==> config.mk <==
export PLATFORM = sky130hd
export DESIGN_NAME = uart_status_tx
export DESIGN_NICKNAME = d
export VERILOG_FILES = /design/src/rtl/uart_status_tx.sv
export SDC_FILE = /design/constraint.sdc
export NUM_CORES = 1
export LEC_CHECK = 0
export BUFFER_PORTS_ARGS = -buffer_cell sky130_fd_sc_hd__buf_2
export CORE_ASPECT_RATIO = 1.2
export CORE_MARGIN = 3
export CORE_UTILIZATION = 64
export DETAILED_ROUTE_END_ITERATION = 12
export GPL_TIMING_DRIVEN = 1
export MAX_ROUTING_LAYER = met4
export PLACE_DENSITY = 0.84
export SYNTH_ARGS = -nofsm -noshare
export SYNTH_HDL_FRONTEND = slang
export SYNTH_SLANG_ARGS = --single-unit
export TNS_END_PERCENT = 30
==> constraint.sdc <==
create_clock -name clk -period 3.98 [get_ports clk]
set_input_delay 0.199 -clock clk [delete_from_list [all_inputs] [get_ports clk]]
set_output_delay 0.199 -clock clk [all_outputs]
set_load 0.01 [all_outputs]
==> src/rtl/uart_status_tx.sv <==
// uart_status_tx: sends a 4-byte status frame (header, waveform, frequency,
// checksum) as UART 8N1 when requested. The waveform and frequency selections
// are captured when the request is accepted, so later changes to them do not
// alter a frame that is already being sent.
//
// state   | meaning
// --------+-----------------------------------------------------------
// S_IDLE  | line high, not busy, waiting for report_req
// S_START | start bit (low) for one bit time
// S_DATA  | 8 data bits, LSB first, bit_idx 0..7
// S_STOP  | stop bit (high); next byte or back to idle after byte 3
module uart_status_tx #(
  parameter int CLK_HZ       = 25000000,
  parameter int BIT_RATE     = 9600,
  parameter int CLKS_PER_BIT = CLK_HZ / BIT_RATE
) (
  input  logic       clk,
  input  logic       rst,
  input  logic       report_req,
  input  logic [7:0] waveform_sel,
  input  logic [3:0] freq_sel,
  output logic       uart_txd,
  output logic       busy,
  output logic       done
);

  localparam int              BAUD_W    = (CLKS_PER_BIT > 1) ? $clog2(CLKS_PER_BIT) : 1;
  localparam logic [BAUD_W-1:0] BAUD_LAST = BAUD_W'(CLKS_PER_BIT - 1);
  localparam logic [7:0]      HEADER    = 8'hA5;

  localparam logic [1:0] S_IDLE  = 2'd0;
  localparam logic [1:0] S_START = 2'd1;
  localparam logic [1:0] S_DATA  = 2'd2;
  localparam logic [1:0] S_STOP  = 2'd3;

  // A bit time shorter than two cycles cannot hold the baud counter's wrap.
  generate
    if (CLKS_PER_BIT < 2) begin : g_bad_cpb
      $error("uart_status_tx: CLKS_PER_BIT must be >= 2");
    end
  endgenerate

  logic [1:0]        state_q,    state_d;
  logic [BAUD_W-1:0] baud_q,     baud_d;
  logic [2:0]        bit_idx_q,  bit_idx_d;
  logic [1:0]        byte_idx_q, byte_idx_d;
  logic [7:0]        wave_q,     wave_d;
  logic [3:0]        freq_q,     freq_d;
  logic [7:0]        chk_q,      chk_d;
  logic              done_q,     done_d;
  logic              txd_q,      txd_d;
  logic              bit_end;
  logic [7:0]        cur_byte_d;

  assign bit_end  = (baud_q == BAUD_LAST);
  assign uart_txd = txd_q;
  assign busy     = (state_q != S_IDLE);
  assign done     = done_q;

  // Next-state logic: baud counter, bit/byte sequencing and request capture.
  always_comb begin
    state_d    = state_q;
    bit_idx_d  = bit_idx_q;
    byte_idx_d = byte_idx_q;
    wave_d     = wave_q;
    freq_d     = freq_q;
    chk_d      = chk_q;
    done_d     = 1'b0;

    if (state_q == S_IDLE || bit_end) begin
      baud_d = '0;
    end else begin
      baud_d = baud_q + BAUD_W'(1);
    end

    case (state_q)
      S_IDLE: begin
        if (report_req) begin
          wave_d     = waveform_sel;
          freq_d     = freq_sel;
          chk_d      = HEADER ^ waveform_sel ^ {4'h0, freq_sel};
          byte_idx_d = 2'd0;
          bit_idx_d  = 3'd0;
          state_d    = S_START;
        end
      end
      S_START: begin
        if (bit_end) begin
          bit_idx_d = 3'd0;
          state_d   = S_DATA;
        end
      end
      S_DATA: begin
        if (bit_end) begin
          if (bit_idx_q == 3'd7) begin
            state_d = S_STOP;
          end else begin
            bit_idx_d = bit_idx_q + 3'd1;
          end
        end
      end
      S_STOP: begin
        if (bit_end) begin
          if (byte_idx_q == 2'd3) begin
            state_d = S_IDLE;
            done_d  = 1'b1;
          end else begin
            byte_idx_d = byte_idx_q + 2'd1;
            bit_idx_d  = 3'd0;
            state_d    = S_START;
          end
        end
      end
    endcase
  end

  // Byte to be on the line in the next cycle, taken from the next-state snapshot.
  always_comb begin
    cur_byte_d = HEADER;
    case (byte_idx_d)
      2'd0: cur_byte_d = HEADER;
      2'd1: cur_byte_d = wave_d;
      2'd2: cur_byte_d = {4'h0, freq_d};
      2'd3: cur_byte_d = chk_d;
    endcase
  end

  // TX level is registered from the next state so the pin never glitches.
  always_comb begin
    txd_d = 1'b1;
    case (state_d)
      S_IDLE:  txd_d = 1'b1;
      S_START: txd_d = 1'b0;
      S_DATA:  txd_d = cur_byte_d[bit_idx_d];
      S_STOP:  txd_d = 1'b1;
    endcase
  end

  // State registers with synchronous reset; a reset mid-frame drops the frame.
  always_ff @(posedge clk) begin
    if (rst) begin
      state_q    <= S_IDLE;
      baud_q     <= '0;
      bit_idx_q  <= 3'd0;
      byte_idx_q <= 2'd0;
      wave_q     <= 8'h00;
      freq_q     <= 4'h0;
      chk_q      <= 8'h00;
      done_q     <= 1'b0;
      txd_q      <= 1'b1;
    end else begin
      state_q    <= state_d;
      baud_q     <= baud_d;
      bit_idx_q  <= bit_idx_d;
      byte_idx_q <= byte_idx_d;
      wave_q     <= wave_d;
      freq_q     <= freq_d;
      chk_q      <= chk_d;
      done_q     <= done_d;
      txd_q      <= txd_d;
    end
  end

endmodule

Word-level counts from Yosys, hierarchy flattened

Index checks and enable logic that the tools add are counted.

Output and inout bits: 3
Bits of input ports: 15
Flip-flop bits (word level): 41

Bitwise operators: 4
Reductions and logical operators: 8
Equal/unequal tests: 12
Muxes and demuxes: 29
$lt $le $gt $ge: 1
Add/subtract/negate cells: 3

Operator list:

| cell                                                | number |
|---|---|
| two-way mux 8 bit                                   | 4 |
| one-hot mux 8 bit (4 select lines)                  | 1 |
| two-way mux 3 bit                                   | 6 |
| two-way mux 2 bit                                   | 8 |
| == test 2 bit (second input constant)               | 7 |
| adder 12 x 1 -> 12 bit (second input constant)      | 1 |
| == test 12 bit (second input constant)              | 1 |
| one-hot mux 3 bit (4 select lines)                  | 1 |
| two-way mux 4 bit                                   | 2 |
| one-hot mux 2 bit (4 select lines)                  | 1 |
| XOR 8 x 4 -> 8 bit                                  | 1 |
| == test 2 x 1 -> 1 bit (second input constant)      | 3 |
| zero test 2 bit                                     | 3 |
| < comparator 3 x 4 -> 1 bit (second input constant) | 1 |
| NOT 4 bit                                           | 1 |
| one-hot mux 2 bit (2 select lines)                  | 1 |
| OR reduction 2 bit                                  | 2 |
| adder 3 x 1 -> 3 bit (second input constant)        | 1 |
| binary-select mux 1 bit (select 3 bit)              | 1 |
| == test 3 bit (second input constant)               | 1 |
| two-way mux 1 bit                                   | 3 |
| one-hot mux 1 bit (3 select lines)                  | 1 |
| OR reduction 3 bit                                  | 1 |
| adder 2 x 1 -> 2 bit (second input constant)        | 1 |
| other kinds (3)                                     | 4 |

Depth between registers and ports, before layout

Word-level depth: 9
Gate-level depth with buffers: 12

Least setup slack after synthesis

Ideal clock, no wire load.

Path kind: register to register
Start point: reg baud_q[0]
End point: reg txd_q, in the netlist uart_txd
Required time: 3.855 ns
Setup time: 0.125 ns
Slack: 1.591 ns
Data arrival time: 2.264 ns
Buffers on the path: 1
Clock period less this slack: 2.389 ns
Stages on the path, launching flop included: 11
Cell sequence: dfxtp_1 -> ha_1 -> and4bb_1 -> buf_6 -> nand4_1 -> a221o_1 -> a31o_1 -> o2111a_1 -> o311ai_2 -> o311a_1 -> o41ai_2

Word-level cells in the longest chain between the ends: 8

RTL lines:

| what                                    | line | text |
|---|---|---|
| start, declared                         | 44   | `logic [BAUD_W-1:0] baud_q, baud_d;` |
| start signal, assigned                  | 153  | `baud_q <= baud_d;` |
| == test 12 bit *                        | 55   | `assign bit_end = (baud_q == BAUD_LAST);` |
| two-way mux 2 bit                       | 103  | `if (bit_end) begin` |
| one-hot mux 2 bit (2 select lines)      | 76   | `case (state_q)` |
| == test 2 bit (tied with other cells)   | 120  | `case (byte_idx_d)` |
| one-hot mux 8 bit (4 select lines)      | 120  |  |
| binary-select mux 1 bit (select 3 bit)  | 134  | `S_DATA: txd_d = cur_byte_d[bit_idx_d];` |
| two-way mux 1 bit (implied by the code) | 134  |  |
| one-hot mux 1 bit (3 select lines) *    | 131  | `case (state_d)` |
| end signal, assigned                    | 160  | `txd_q <= txd_d;` |
| end, declared                           | 51   | `logic txd_q, txd_d;` |

Every way passes the cells marked *; elsewhere a longest branch is shown, timed or not. The select of a mux whose other input is x is not followed.
A chain may end at the register's enable or synchronous reset.

Final worst setup path

Start point: reg state_q[0]
End point: reg txd_q, in the netlist uart_txd

Word-level cells in the longest chain between the ends: 7

RTL lines:

| what                                             | line | text |
|---|---|---|
| start, declared                                  | 43   | `logic [1:0] state_q, state_d;` |
| start signal, assigned                           | 152  | `state_q <= state_d;` |
| == test 2 bit or zero test 2 bit (tied branches) | 76   |  |
| one-hot mux 2 bit (2 select lines)               | 76   |  |
| == test 2 bit (tied with other cells)            | 120  |  |
| one-hot mux 8 bit (4 select lines)               | 120  |  |
| binary-select mux 1 bit (select 3 bit)           | 134  |  |
| two-way mux 1 bit (implied by the code)          | 134  |  |
| one-hot mux 1 bit (3 select lines) *             | 131  |  |

Marked as above.

==> flow_summary.json <==
{
  "status": "finished, final reports clean",
  "yosys_most_used_dff": "dfxtp_1",
  "netlist_instances": 307,
  "clock_latency_ns": 0.29,
  "rsz0062_at_grt": "false",
  "final.min_clock_period_ns": 2.98,
  "cts_made_buffers": 5,
  "vias": 2178,
  "tightest_slew_ns": 0.890,
  "drc": 0,
  "worstPathRequired_ns": 4.15,
  "instances_no_fill": 367,
  "synth-edff-count": 0,
  "ys_seq_area_frac": 0.342,
  "fin_skew_ns": 0.00736,
  "die_area_sq_um": 4520,
  "switching_share": 0.272,
  "setup_violations": 0,
  "io-pin-count": 18,
  "tns_ns": 0,
  "htreeDepth": 2,
  "slew_headroom": 0.406,
  "ys_warn_count": 0,
  "cts_resized": 0,
  "ant_nets": 0,
  "clockBufferDepth": 2,
  "grt_pass1_wl_um": 8700,
  "internal_power_mw": 0.593,
  "irDropWorstVdd_uv": 279,
  "critical_path_class": "reg -> reg",
  "dpl.hpwl_um": 3730,
  "ys_ff_latch": 41,
  "worst_setup_path_end_kind": "flip-flop",
  "power.switching_mw": 0.222,
  "rrSetupSlack_ns": 1.0,
  "die-height_um": 73.1,
  "hold_viol_final": 0,
  "synthesis.nets": 330,
  "min_path_type": "in -> reg",
  "track_usage": 0.259,
  "synth_async_sr_flop_share": 0,
  "share_seq_of_total_power": 0.538,
  "min_period_over_period": 0.749,
  "drtIter0Drc": 185,
  "clock_power_share": 0.319,
  "portBuffers": 17,
  "antenna_cells": 0,
  "cts.sinks": 41,
  "final_cell_mix": "47 x nor2_1, 41 x dfxtp_1, 34 x nand2_1, 22 x a21oi_1, 18 x nor3_1",
  "dp_cells": 359,
  "ys_types": 55,
  "fmax_mhz": 335,
  "combPwrFrac": 0.143,
  "rows": 23,
  "drt_pass1_iterations": 4,
  "drt-wirelength-per-cell_um": 14.2,
  "p_total_mw": 0.815,
  "grt_pass1_vias": 1953,
  "cts_setup_buffers": 0,
  "grt_max_degree": 34,
  "antenna_found_initial": 0,
  "report.final.slew_viol_count": 0,
  "hold_slack_ns": 0.190,
  "final_nets": 339,
  "cts_root_buf": "clkbuf_8",
  "via_per_inst": 5.93,
  "areaGrowthSynthToFinish_pct": 6.93,
  "mostFrequentLayoutCell": "nor2_1",
  "die-width_um": 61.9,
  "cts_tree": "built",
  "cp_max_fo": 23,
  "initial_core_util": 0.689,
  "power_leakage_nw": 0.979,
  "core-area_sq_um": 3480,
  "gp_congestion": 0.828,
  "power_density_nw_per_um2": 318,
  "cap_violations": 0,
  "path_clk_slew_ns": 0.08,
  "finalWirelength_um": 5210,
  "synth_area_sq_um": 2400,
  "gr-total-overflow": 0,
  "drive_above_1_share": 0.110,
  "worstPathArrival_ns": 3.15,
  "syn_area_per_cell_sq_um": 7.82,
  "cp-start-kind": "flip-flop",
  "hold_buffers": 0
}
cells by family after synthesis:
| kind of cell | Yosys count | synth area share |
|---|---|---|
| compound gates | 67 | 0.197 |
| flops | 41 | 0.342 |
| simple gates | 137 | 0.273 |
| fa+ha+maj | 8 | 0.0417 |
| xor+xnor | 17 | 0.0620 |
| buf+inv | 30 | 0.0547 |
| mux | 7 | 0.0292 |
final timing paths:
kind | startpoint | end | cells after the start
hold reg to reg | wave_q[3] | wave_q[3] | 2
setup reg to reg | state_q[0] | uart_txd | 9
setup / recovery | state_q[0] | uart_txd | 9
hold / removal | waveform_sel[5] | wave_q[5] | 3
power groups by stage:
| stage | sequential, mW | clock [mW] | combinational [mW] |
|---|---|---|---|
| 2_1_floorplan | 0.446 | 0 | 0.0847 |
| 3_3_place_gp | 0.447 | 0 | 0.113 |
| 3_5_place_dp | 0.448 | 0 | 0.116 |
| 4_1_cts | 0.438 | 0.266 | 0.117 |
| 5_1_grt | 0.441 | 0.282 | 0.133 |
| 6_report | 0.438 | 0.260 | 0.117 |
worst max-delay path, cell delays in order (launching register included):
cell and delay (ns):
dfxtp_1 0.34, inv_1 0.12, ha_1 0.40, and2_1 0.78, mux2i_1 0.33, nand2_1 0.07
a221oi_1 0.25, a221oi_1 0.12, a311oi_1 0.33, o41ai_2 0.11
registers in the layout, indices dropped and copies added, names as in the netlist:
signal,cells
baud_q,12
bit_idx_q,3
wave_q,8
freq_q,4
byte_idx_q,2
uart_txd,1
chk_q,8
done,1
state_q,2
cells in the mapped netlist, types with 2 or more instances:
| library cell | instances | area, sq um |
|---|---|---|
| nor3_1 | 18 | 90.1 |
| and4bb_1 | 2 | 25.0 |
| inv_1 | 11 | 41.3 |
| buf_6 | 2 | 22.5 |
| nand2b_1 | 3 | 18.8 |
| a31oi_1 | 2 | 12.5 |
| ha_1 | 8 | 100 |
| nand4_1 | 4 | 25.0 |
| mux2i_1 | 7 | 70.1 |
| clkbuf_1 | 11 | 41.3 |
| dfxtp_1 | 41 | 821 |
| nor2b_1 | 5 | 31.3 |
| xor2_1 | 9 | 78.8 |
| o2111a_1 | 2 | 22.5 |
| nand3_1 | 10 | 50.1 |
| buf_1 | 2 | 7.51 |
| o211ai_1 | 2 | 15.0 |
| nor2_1 | 47 | 176 |
| and3_1 | 6 | 37.5 |
| nor3b_1 | 3 | 22.5 |
| buf_2 | 3 | 15.0 |
| o21ai_0 | 11 | 55.1 |
| a221oi_1 | 2 | 17.5 |
| o22ai_1 | 2 | 12.5 |
| xnor2_1 | 8 | 70.1 |
| a21oi_1 | 22 | 110 |
| nand2_1 | 34 | 128 |
| a211oi_1 | 3 | 22.5 |
per-stage QoR:
step                instance area, sq um  setup WS, ns  utilization
floorplan                           2400          1.59            -
global placement                    2480          1.16        0.713
detailed placement                  2480          1.05        0.713
CTS                                 2570          1.02        0.737
global route                        2570         0.739        0.737
finish                              2570         0.998        0.737
layout make-up:
class,instances,area (sq um)
inverter,12,45.0
clock buffer,6,72.6
tap,50,62.6
timing repair buffer,20,108
fill,276,916
sequential,41,821
multi-input combinational,236,1450
clock inverter,2,10.0
per-layer routing:
layer	up-vias	GRT usage	wire, um
met1	1021	0.340	2450
met4	0	0.0873	65
met3	7	0.0584	218
met5	-	-	0
li1	1098	-	-
met2	52	0.389	2470
Power figures use the tool's default switching activity.
